### config.mk
export PLATFORM = sky130hd
export DESIGN_NAME = reset_sequencer_flat
export DESIGN_NICKNAME = d
export VERILOG_FILES = /design/src/rtl/reset_sequencer_if.sv /design/src/rtl/reset_sequencer.sv /design/src/flat_wrapper.sv
export SDC_FILE = /design/constraint.sdc
export NUM_CORES = 1
export LEC_CHECK = 0
export BUFFER_PORTS_ARGS = -buffer_cell sky130_fd_sc_hd__buf_2
export CORE_MARGIN = 1.5
export CORE_UTILIZATION = 30
export DETAILED_ROUTE_END_ITERATION = 7
export PLACE_DENSITY = 0.57
export SYNTH_ARGS = -nofsm -noshare
export SYNTH_HDL_FRONTEND = slang
export SYNTH_SLANG_ARGS = --single-unit
export TNS_END_PERCENT = 20
### constraint.sdc
create_clock -name clk -period 3.1 [get_ports clk]
set_input_delay 0.465 -clock clk [delete_from_list [all_inputs] [get_ports clk]]
set_output_delay 0.465 -clock clk [all_outputs]
set_load 0.02 [all_outputs]
### src/rtl/reset_sequencer_if.sv
// Reset-sequencer output bundle: warm-reset request in, per-channel resets and status out.
// sw_rst_req is a level request sampled on every clk edge; there is no acknowledge.
interface reset_sequencer_if #(
  parameter int N_CH = 3
);
  logic            sw_rst_req;
  logic [N_CH-1:0] rst;
  logic            rst_done;
  logic [1:0]      seq_state;

  modport master (
    input  sw_rst_req,
    output rst,
    output rst_done,
    output seq_state
  );

  modport slave (
    output sw_rst_req,
    input  rst,
    input  rst_done,
    input  seq_state
  );
endinterface

### src/rtl/reset_sequencer.sv
// Board reset bridge plus ordered release of N_CH reset channels, with software warm reset.
// Async assert / sync release; every output comes straight from a flop.
module reset_sequencer #(
  parameter int N_SYNC      = 2,
  parameter int N_DEBOUNCE  = 4,
  parameter int N_CH        = 3,
  parameter int HOLD_CYCLES = 16,
  parameter int GAP_CYCLES  = 8
) (
  input  logic               clk,
  input  logic               arst,
  reset_sequencer_if.master  bus
);

  localparam int DEB_W  = $clog2(N_DEBOUNCE + 1);
  localparam int HOLD_W = $clog2(HOLD_CYCLES + 1);
  localparam int GAP_W  = $clog2(GAP_CYCLES + 1);
  localparam int IDX_W  = $clog2(N_CH + 1);

  localparam logic [DEB_W-1:0]  DEB_LAST  = DEB_W'(N_DEBOUNCE - 1);
  localparam logic [HOLD_W-1:0] HOLD_LAST = HOLD_W'(HOLD_CYCLES - 1);
  localparam logic [GAP_W-1:0]  GAP_LAST  = GAP_W'(GAP_CYCLES - 1);
  localparam logic [IDX_W-1:0]  IDX_LAST  = IDX_W'(N_CH - 1);

  typedef enum logic [1:0] {
    SYNC  = 2'd0,
    HOLD  = 2'd1,
    STAGE = 2'd2,
    RUN   = 2'd3
  } seq_state_t;

  (* ASYNC_REG = "TRUE" *) logic [N_SYNC-1:0] sync_q;
  logic              arst_sync;
  seq_state_t        state_q;
  logic [DEB_W-1:0]  deb_cnt;
  logic [HOLD_W-1:0] hold_cnt;
  logic [GAP_W-1:0]  gap_cnt;
  logic [IDX_W-1:0]  ch_idx;
  logic [N_CH-1:0]   rst_q;
  logic              done_q;

  assign arst_sync     = sync_q[N_SYNC-1];
  assign bus.rst       = rst_q;
  assign bus.rst_done  = done_q;
  assign bus.seq_state = state_q;

  always_ff @(posedge clk or negedge arst) begin
    if (!arst) begin
      sync_q   <= '0;
      state_q  <= SYNC;
      deb_cnt  <= '0;
      hold_cnt <= '0;
      gap_cnt  <= '0;
      ch_idx   <= '0;
      rst_q    <= '1;
      done_q   <= 1'b0;
    end else begin
      sync_q <= {sync_q[N_SYNC-2:0], 1'b1};
      // A warm request outranks any counter terminal reached on the same edge.
      if (state_q != SYNC && bus.sw_rst_req) begin
        state_q  <= HOLD;
        hold_cnt <= '0;
        gap_cnt  <= '0;
        ch_idx   <= '0;
        rst_q    <= '1;
        done_q   <= 1'b0;
      end else begin
        case (state_q)
          SYNC: begin
            if (!arst_sync) begin
              deb_cnt <= '0;
            end else if (deb_cnt == DEB_LAST) begin
              state_q  <= HOLD;
              hold_cnt <= '0;
            end else begin
              deb_cnt <= deb_cnt + DEB_W'(1);
            end
          end
          HOLD: begin
            if (hold_cnt == HOLD_LAST) begin
              // Channels release low index first: shifting a zero in from bit 0.
              rst_q <= rst_q << 1;
              if (N_CH == 1) begin
                state_q <= RUN;
                done_q  <= 1'b1;
              end else begin
                state_q <= STAGE;
                ch_idx  <= IDX_W'(1);
                gap_cnt <= '0;
              end
            end else begin
              hold_cnt <= hold_cnt + HOLD_W'(1);
            end
          end
          STAGE: begin
            if (gap_cnt == GAP_LAST) begin
              gap_cnt <= '0;
              rst_q   <= rst_q << 1;
              if (ch_idx == IDX_LAST) begin
                state_q <= RUN;
                done_q  <= 1'b1;
              end else begin
                ch_idx <= ch_idx + IDX_W'(1);
              end
            end else begin
              gap_cnt <= gap_cnt + GAP_W'(1);
            end
          end
          RUN: begin
            state_q <= RUN;
          end
          default: begin
            state_q <= SYNC;
          end
        endcase
      end
    end
  end

endmodule
### src/flat_wrapper.sv
// flat-port wrapper written by rule: the top's interface ports become plain ports
module reset_sequencer_flat 
#(
  parameter int N_SYNC      = 2,
  parameter int N_DEBOUNCE  = 4,
  parameter int N_CH        = 3,
  parameter int HOLD_CYCLES = 16,
  parameter int GAP_CYCLES  = 8
)
  (clk, arst, bus_sw_rst_req, bus_rst, bus_rst_done, bus_seq_state);
  reset_sequencer_if #(.N_CH(N_CH)) bus_i ();
  input  logic clk;
  input  logic arst;
  input wire logic [$bits(bus_i.sw_rst_req)-1:0] bus_sw_rst_req;
  output wire logic [$bits(bus_i.rst)-1:0] bus_rst;
  output wire logic [$bits(bus_i.rst_done)-1:0] bus_rst_done;
  output wire logic [$bits(bus_i.seq_state)-1:0] bus_seq_state;
  assign bus_i.sw_rst_req = bus_sw_rst_req;
  assign bus_rst = bus_i.rst;
  assign bus_rst_done = bus_i.rst_done;
  assign bus_seq_state = bus_i.seq_state;
  reset_sequencer #(.N_SYNC(N_SYNC), .N_DEBOUNCE(N_DEBOUNCE), .N_CH(N_CH), .HOLD_CYCLES(HOLD_CYCLES), .GAP_CYCLES(GAP_CYCLES)) u_core (.clk(clk), .arst(arst), .bus(bus_i));
endmodule
# After elaboration in Yosys (flattened, before gate mapping)
# Index checks and enable logic that the tools add are counted.
dict set report totals {
  register_bits 22
  mem_bits_rw 0
  mem_count 0
  input_bits 3
  mem_bits_ro 0
  wordCells 74
  latchBits 0
  out_inout_bits 6
}
dict set report classes {
  n_reduce_logical 15
  magnitude_cmp 0
  n_shift 0
  mul 0
  n_div 0
  n_eq_ne 15
  add_sub_neg 4
  bitwise 1
  mux 31
}
# op count
set op_table {}
lappend op_table {{$mux 2} 10}
lappend op_table {{$mux 5} 4}
lappend op_table {{$mux 3} 5}
lappend op_table {{$ne 3x1->1 const B} 5}
lappend op_table {{$mux 4} 3}
lappend op_table {{$pmux 5 s2} 1}
lappend op_table {{$reduce_and 3->1} 3}
lappend op_table {{$pmux 2 s4} 1}
lappend op_table {{$pmux 4 s2} 1}
lappend op_table {{$reduce_and 4->1} 2}
lappend op_table {{$reduce_bool 2->1} 4}
lappend op_table {{$eq 2x2->1 const B} 3}
lappend op_table {{$ne 3x2->1 const B} 2}
lappend op_table {{$pmux 3 s2} 1}
lappend op_table {{$reduce_bool 3->1} 2}
lappend op_table {{$add 5x1->5 const B} 1}
lappend op_table {{$eq 5x4->1 const B} 1}
lappend op_table {{$reduce_and 5->1} 1}
lappend op_table {{$add 4x1->4 const B} 1}
lappend op_table {{$eq 4x3->1 const B} 1}
lappend op_table {{$mux 1} 4}
lappend op_table {{$pmux 2 s2} 1}
lappend op_table {{$add 3x1->3 const B} 1}
lappend op_table {{$eq 3x2->1 const B} 1}
lappend op_table {{other kinds (7)} 7}

# Logic depth before layout (Yosys ltp)
dict set report depth {
  word_depth 5
  ltp_mapped 7
  depth_no_buf 7
}

# Worst setup path before layout
# OpenSTA, ideal clock, no wires.
dict set report synth_timing {
  path_kind {reg2reg}
  start {register u_core.state_q[0], in the netlist u_core.bus.seq_state[0]}
  end {register u_core.gap_cnt[3]}
  stages_incl_launch_ff 8
  arrival_ns 1.742
  t_required_ns 3.031
  period_less_slack_ns 1.811
  setup_slack_ns 1.289
  cell_sequence {dfrtp_1 > inv_1 > ha_1 > nor2b_1 > buf_4 > a21oi_2 > or4_1 > nand3_1}
}
dict set report synth_via {
  elab_chain_len 4
  elab_cells_between_ends 9
}
# item line
set synth_rtl {}
lappend synth_rtl {{start, declared} reset_sequencer.sv:34} ;# seq_state_t state_q;
lappend synth_rtl {{start signal, assigned} reset_sequencer.sv:50} ;# state_q <= SYNC;
lappend synth_rtl {{start signal, assigned} reset_sequencer.sv:61} ;# state_q <= HOLD;
lappend synth_rtl {{start signal, assigned} reset_sequencer.sv:73} ;# state_q <= HOLD;
lappend synth_rtl {{$reduce_bool 2->1} reset_sequencer.sv:60} ;# if (state_q != SYNC && bus.sw_rst_req) begin
lappend synth_rtl {{$logic_and 1x1->1} reset_sequencer.sv:60}
lappend synth_rtl {{$ne 3x1->1 (no line) / $reduce_bool 3->1 (equally long branches)} n/a}
lappend synth_rtl {{$reduce_and 2->1 (no line)} n/a}
lappend synth_rtl {{end signal, assigned} reset_sequencer.sv:106} ;# gap_cnt <= gap_cnt + GAP_W'(1);
lappend synth_rtl {{end, declared} reset_sequencer.sv:37} ;# logic [GAP_W-1:0] gap_cnt;
# Parallel ways exist; a longest one is shown, timed or not.
# A chain may end at the register's enable or synchronous reset.

# Worst setup path in the final report
dict set report layout_timing {
  start {register u_core.hold_cnt[0]}
  end {register u_core.ch_idx[1]}
}
dict set report layout_via {
  elab_chain_len 3
}
# item line
set layout_rtl {}
lappend layout_rtl {{start, declared} reset_sequencer.sv:36} ;# logic [HOLD_W-1:0] hold_cnt;
lappend layout_rtl {{start signal, assigned} reset_sequencer.sv:92} ;# hold_cnt <= hold_cnt + HOLD_W'(1);
lappend layout_rtl {{$eq 5x4->1} reset_sequencer.sv:80} ;# if (hold_cnt == HOLD_LAST) begin
lappend layout_rtl {{$ne 3x1->1 (no line)} n/a}
lappend layout_rtl {{$reduce_and 4->1 (no line)} n/a}
lappend layout_rtl {{end signal, assigned} reset_sequencer.sv:103} ;# ch_idx <= ch_idx + IDX_W'(1);
lappend layout_rtl {{end, declared} reset_sequencer.sv:38} ;# logic [IDX_W-1:0] ch_idx;
# No other way between the ends.

==> impl_metrics.py <==
metrics = {
    "status": {
        "outcome": "finished clean",
    },
    "placement": {
        "place.gp.congestion": 0.776,
        "port_buffers": 8,
        "dp_hpwl_um": 1770,
        "dp.cells": 176,
    },
    "timing": {
        "final_hold_viol_count": 0,
        "clock.fmax_mhz": 494,
        "fin_crit_ns": 2.02,
        "worst_pin_slew_ns": 0.504,
        "maxSlewHeadroom": 0.663,
        "setup_viol": 0,
        "period_share": 0.653,
        "finalMaxSlewViolations": 0,
        "fin_setup_tns_ns": 0,
        "skew_ns": 0.00337,
        "rsz0062_at_grt": "no",
    },
    "pwr": {
        "vdd_drop_max_mv": 0.338,
        "power.density_nw_per_um2": 794,
        "clkPwrFrac": 0.186,
        "p_int_uw": 654,
        "total_leakage_power_nw": 0.627,
        "p_sw_frac": 0.393,
        "seq_power_share": 0.393,
        "combPwrFrac": 0.421,
        "p_switching_uw": 424,
    },
    "clocking": {
        "clock-sinks": 22,
        "htreeDepth": 1,
        "post_cts_buffers": 0,
        "clk_latency_ns": 0.26,
        "cts_root_buf": "clkbuf_8",
        "clk_pin_slew_worst_paths_ns": 0.08,
        "postCtsHoldBufs": 0,
        "tritoncts": "done",
        "cts_resized": 0,
        "cts-buffers-inserted": 3,
        "ctsLongestPathBuffers": 2,
    },
    "finish": {
        "area_growth_pct": 11.8,
        "final_net_count": 146,
        "diodes": 0,
        "final_common_cell": "dfrtp_1",
        "drive_gt1_frac": 0.136,
        "fin_cells": 180,
        "final_cell_mix": "dfrtp_1, nand2_1, ha_1",
    },
    "logic_synthesis": {
        "ys.flop_type": "dfrtp_1",
        "synth-edff-count": 0,
        "synth_seq_area_share": 0.456,
        "synth_fp_nets": 135,
        "netlist_instances": 122,
        "avgSynthCellArea_um2": 9.96,
        "yosys_warnings": 0,
        "synth_cell_type_count": 40,
        "async_flop_share": 1.00,
        "netlist_area_um2": 1210,
        "ys_ff_latch": 22,
    },
    "floorplan": {
        "coreArea_um2": 3770,
        "die_area_um2": 4440,
        "die_w_um": 66.6,
        "pin_count": 9,
        "rows": 22,
        "die_y_um": 66.6,
        "start_util": 0.322,
    },
    "setup_path": {
        "cp.arrival_ns": 2.20,
        "crit_required_ns": 3.28,
        "reg2reg_depth": 7,
        "end_kind": "flip-flop",
        "path_max_fanout": 5,
        "startpoint_type": "flip-flop",
        "critPathKind": "flip-flop to flip-flop",
    },
    "route": {
        "viasPerCell": 5.05,
        "dr.pass1.iters": 4,
        "wl_per_cell_um": 12.8,
        "via_count": 909,
        "wirelength_um": 2310,
        "drt_iter0_markers": 34,
        "remaining_drc_errors": 0,
        "ant_nets": 0,
    },
    "min_path": {
        "worstHoldPathType": "primary input to asynchronous set/reset pin",
    },
    "global_routing": {
        "track_usage": 0.124,
        "antenna_found_initial": 0,
        "grt_pass1_wl_um": 4330,
        "overflow": 0,
        "grt_max_degree": 23,
        "grt_pass1_vias": 969,
    },
    "run": {
        "cap_violations": 0,
    },
}
==> cell type report <==
class | instances | area, um2
fillers | 387 | 2410
repair buffers | 8 | 40.0
flip-flops and latches | 22 | 554
inverters | 9 | 33.8
multi-input cells | 89 | 616
well taps | 48 | 60.1
clock buffers | 4 | 55.1
==> synthesized netlist by cell type, types with 3 or more instances <==
cell type / n / area [um2]
dfrtp_1: 19 / 475
nand3_1: 6 / 30.0
dfstp_2: 3 / 78.8
nand2b_1: 3 / 18.8
inv_1: 9 / 33.8
a21oi_1: 8 / 40.0
o22ai_1: 3 / 18.8
nor2b_1: 5 / 31.3
ha_1: 10 / 125
nor2_1: 4 / 15.0
nand2_1: 10 / 37.5
o21ai_0: 4 / 20.0
a31oi_1: 5 / 31.3
a21o_1: 3 / 22.5
==> power groups by stage <==
stage          sequential, mW  combinational, mW  clock [mW]
6_report                0.424              0.454       0.201
5_1_grt                 0.437              0.521       0.224
4_1_cts                 0.425              0.459       0.212
3_5_place_dp            0.432              0.457           0
3_3_place_gp            0.426              0.448           0
2_1_floorplan           0.452              0.319           0
==> stage by stage <==
stage / cell area (um2) / worst slack (ns) / hold slack (ns) / util / total power [mW]
detailed placement: 1300 / 1.07 / 0.350 / 0.346 / 0.889
global route: 1360 / 0.862 / 0.195 / 0.360 / 1.18
CTS: 1360 / 1.06 / 0.173 / 0.360 / 1.10
global placement: 1300 / 1.14 / 0.335 / 0.346 / 0.874
floorplan: 1210 / 1.29 / 0.169 / - / 0.771
finish: 1360 / 1.08 / 0.160 / 0.360 / 1.08
==> worst paths after layout <==
kind	endpoint	start	slack [ns]
max	u_core.ch_idx[1]	u_core.hold_cnt[0]	1.08
min	u_core.deb_cnt[2]	arst	0.16
max reg2reg	u_core.ch_idx[1]	u_core.hold_cnt[0]	1.08
min reg2reg	u_core.sync_q[1]	u_core.sync_q[0]	0.36
max in group asynchronous	u_core.bus.rst[0]	arst	2.58
min in group clk	u_core.sync_q[1]	u_core.sync_q[0]	0.36
==> critical path: stages, from the launching register on <==
cell and delay, ns:
dfrtp_1 0.42, ha_1 0.20, and3_1 0.18, ha_1 0.18, nand2b_1 0.18, nand2_1 0.09, or4_1 0.50, a31oi_1 0.19
==> cells by family (layout without fill, tap and decap cells) <==
| group | count (synthesis) | count (layout) | synth area share |
|---|---|---|---|
| simple gates | 42 | 42 | 0.203 |
| compound gates | 36 | 36 | 0.198 |
| flops | 22 | 22 | 0.456 |
| buf+inv | 11 | 21 | 0.0371 |
| fa+ha+maj | 10 | 10 | 0.103 |
| other cells | 1 | 1 | 0.00309 |
==> layer usage <==
metal / vias to the layer above / GRT usage / part of all wire
met3: 2 / 0.0321 / 0.028
li1: 466 / - / -
met1: 429 / 0.158 / 0.50
met2: 12 / 0.216 / 0.47
met4: 0 / 0.0153 / 0.0048
met5: - / 0 / 0
==> state kept, by name (all words and copies together) (netlist names) <==
register              flops
u_core.bus.rst_done       1
u_core.hold_cnt           5
u_core.deb_cnt            3
u_core.bus.rst            3
u_core.bus.seq_state      2
u_core.ch_idx             2
u_core.sync_q             2
u_core.gap_cnt            4
Note: power is estimated with default switching activity, not from simulation.
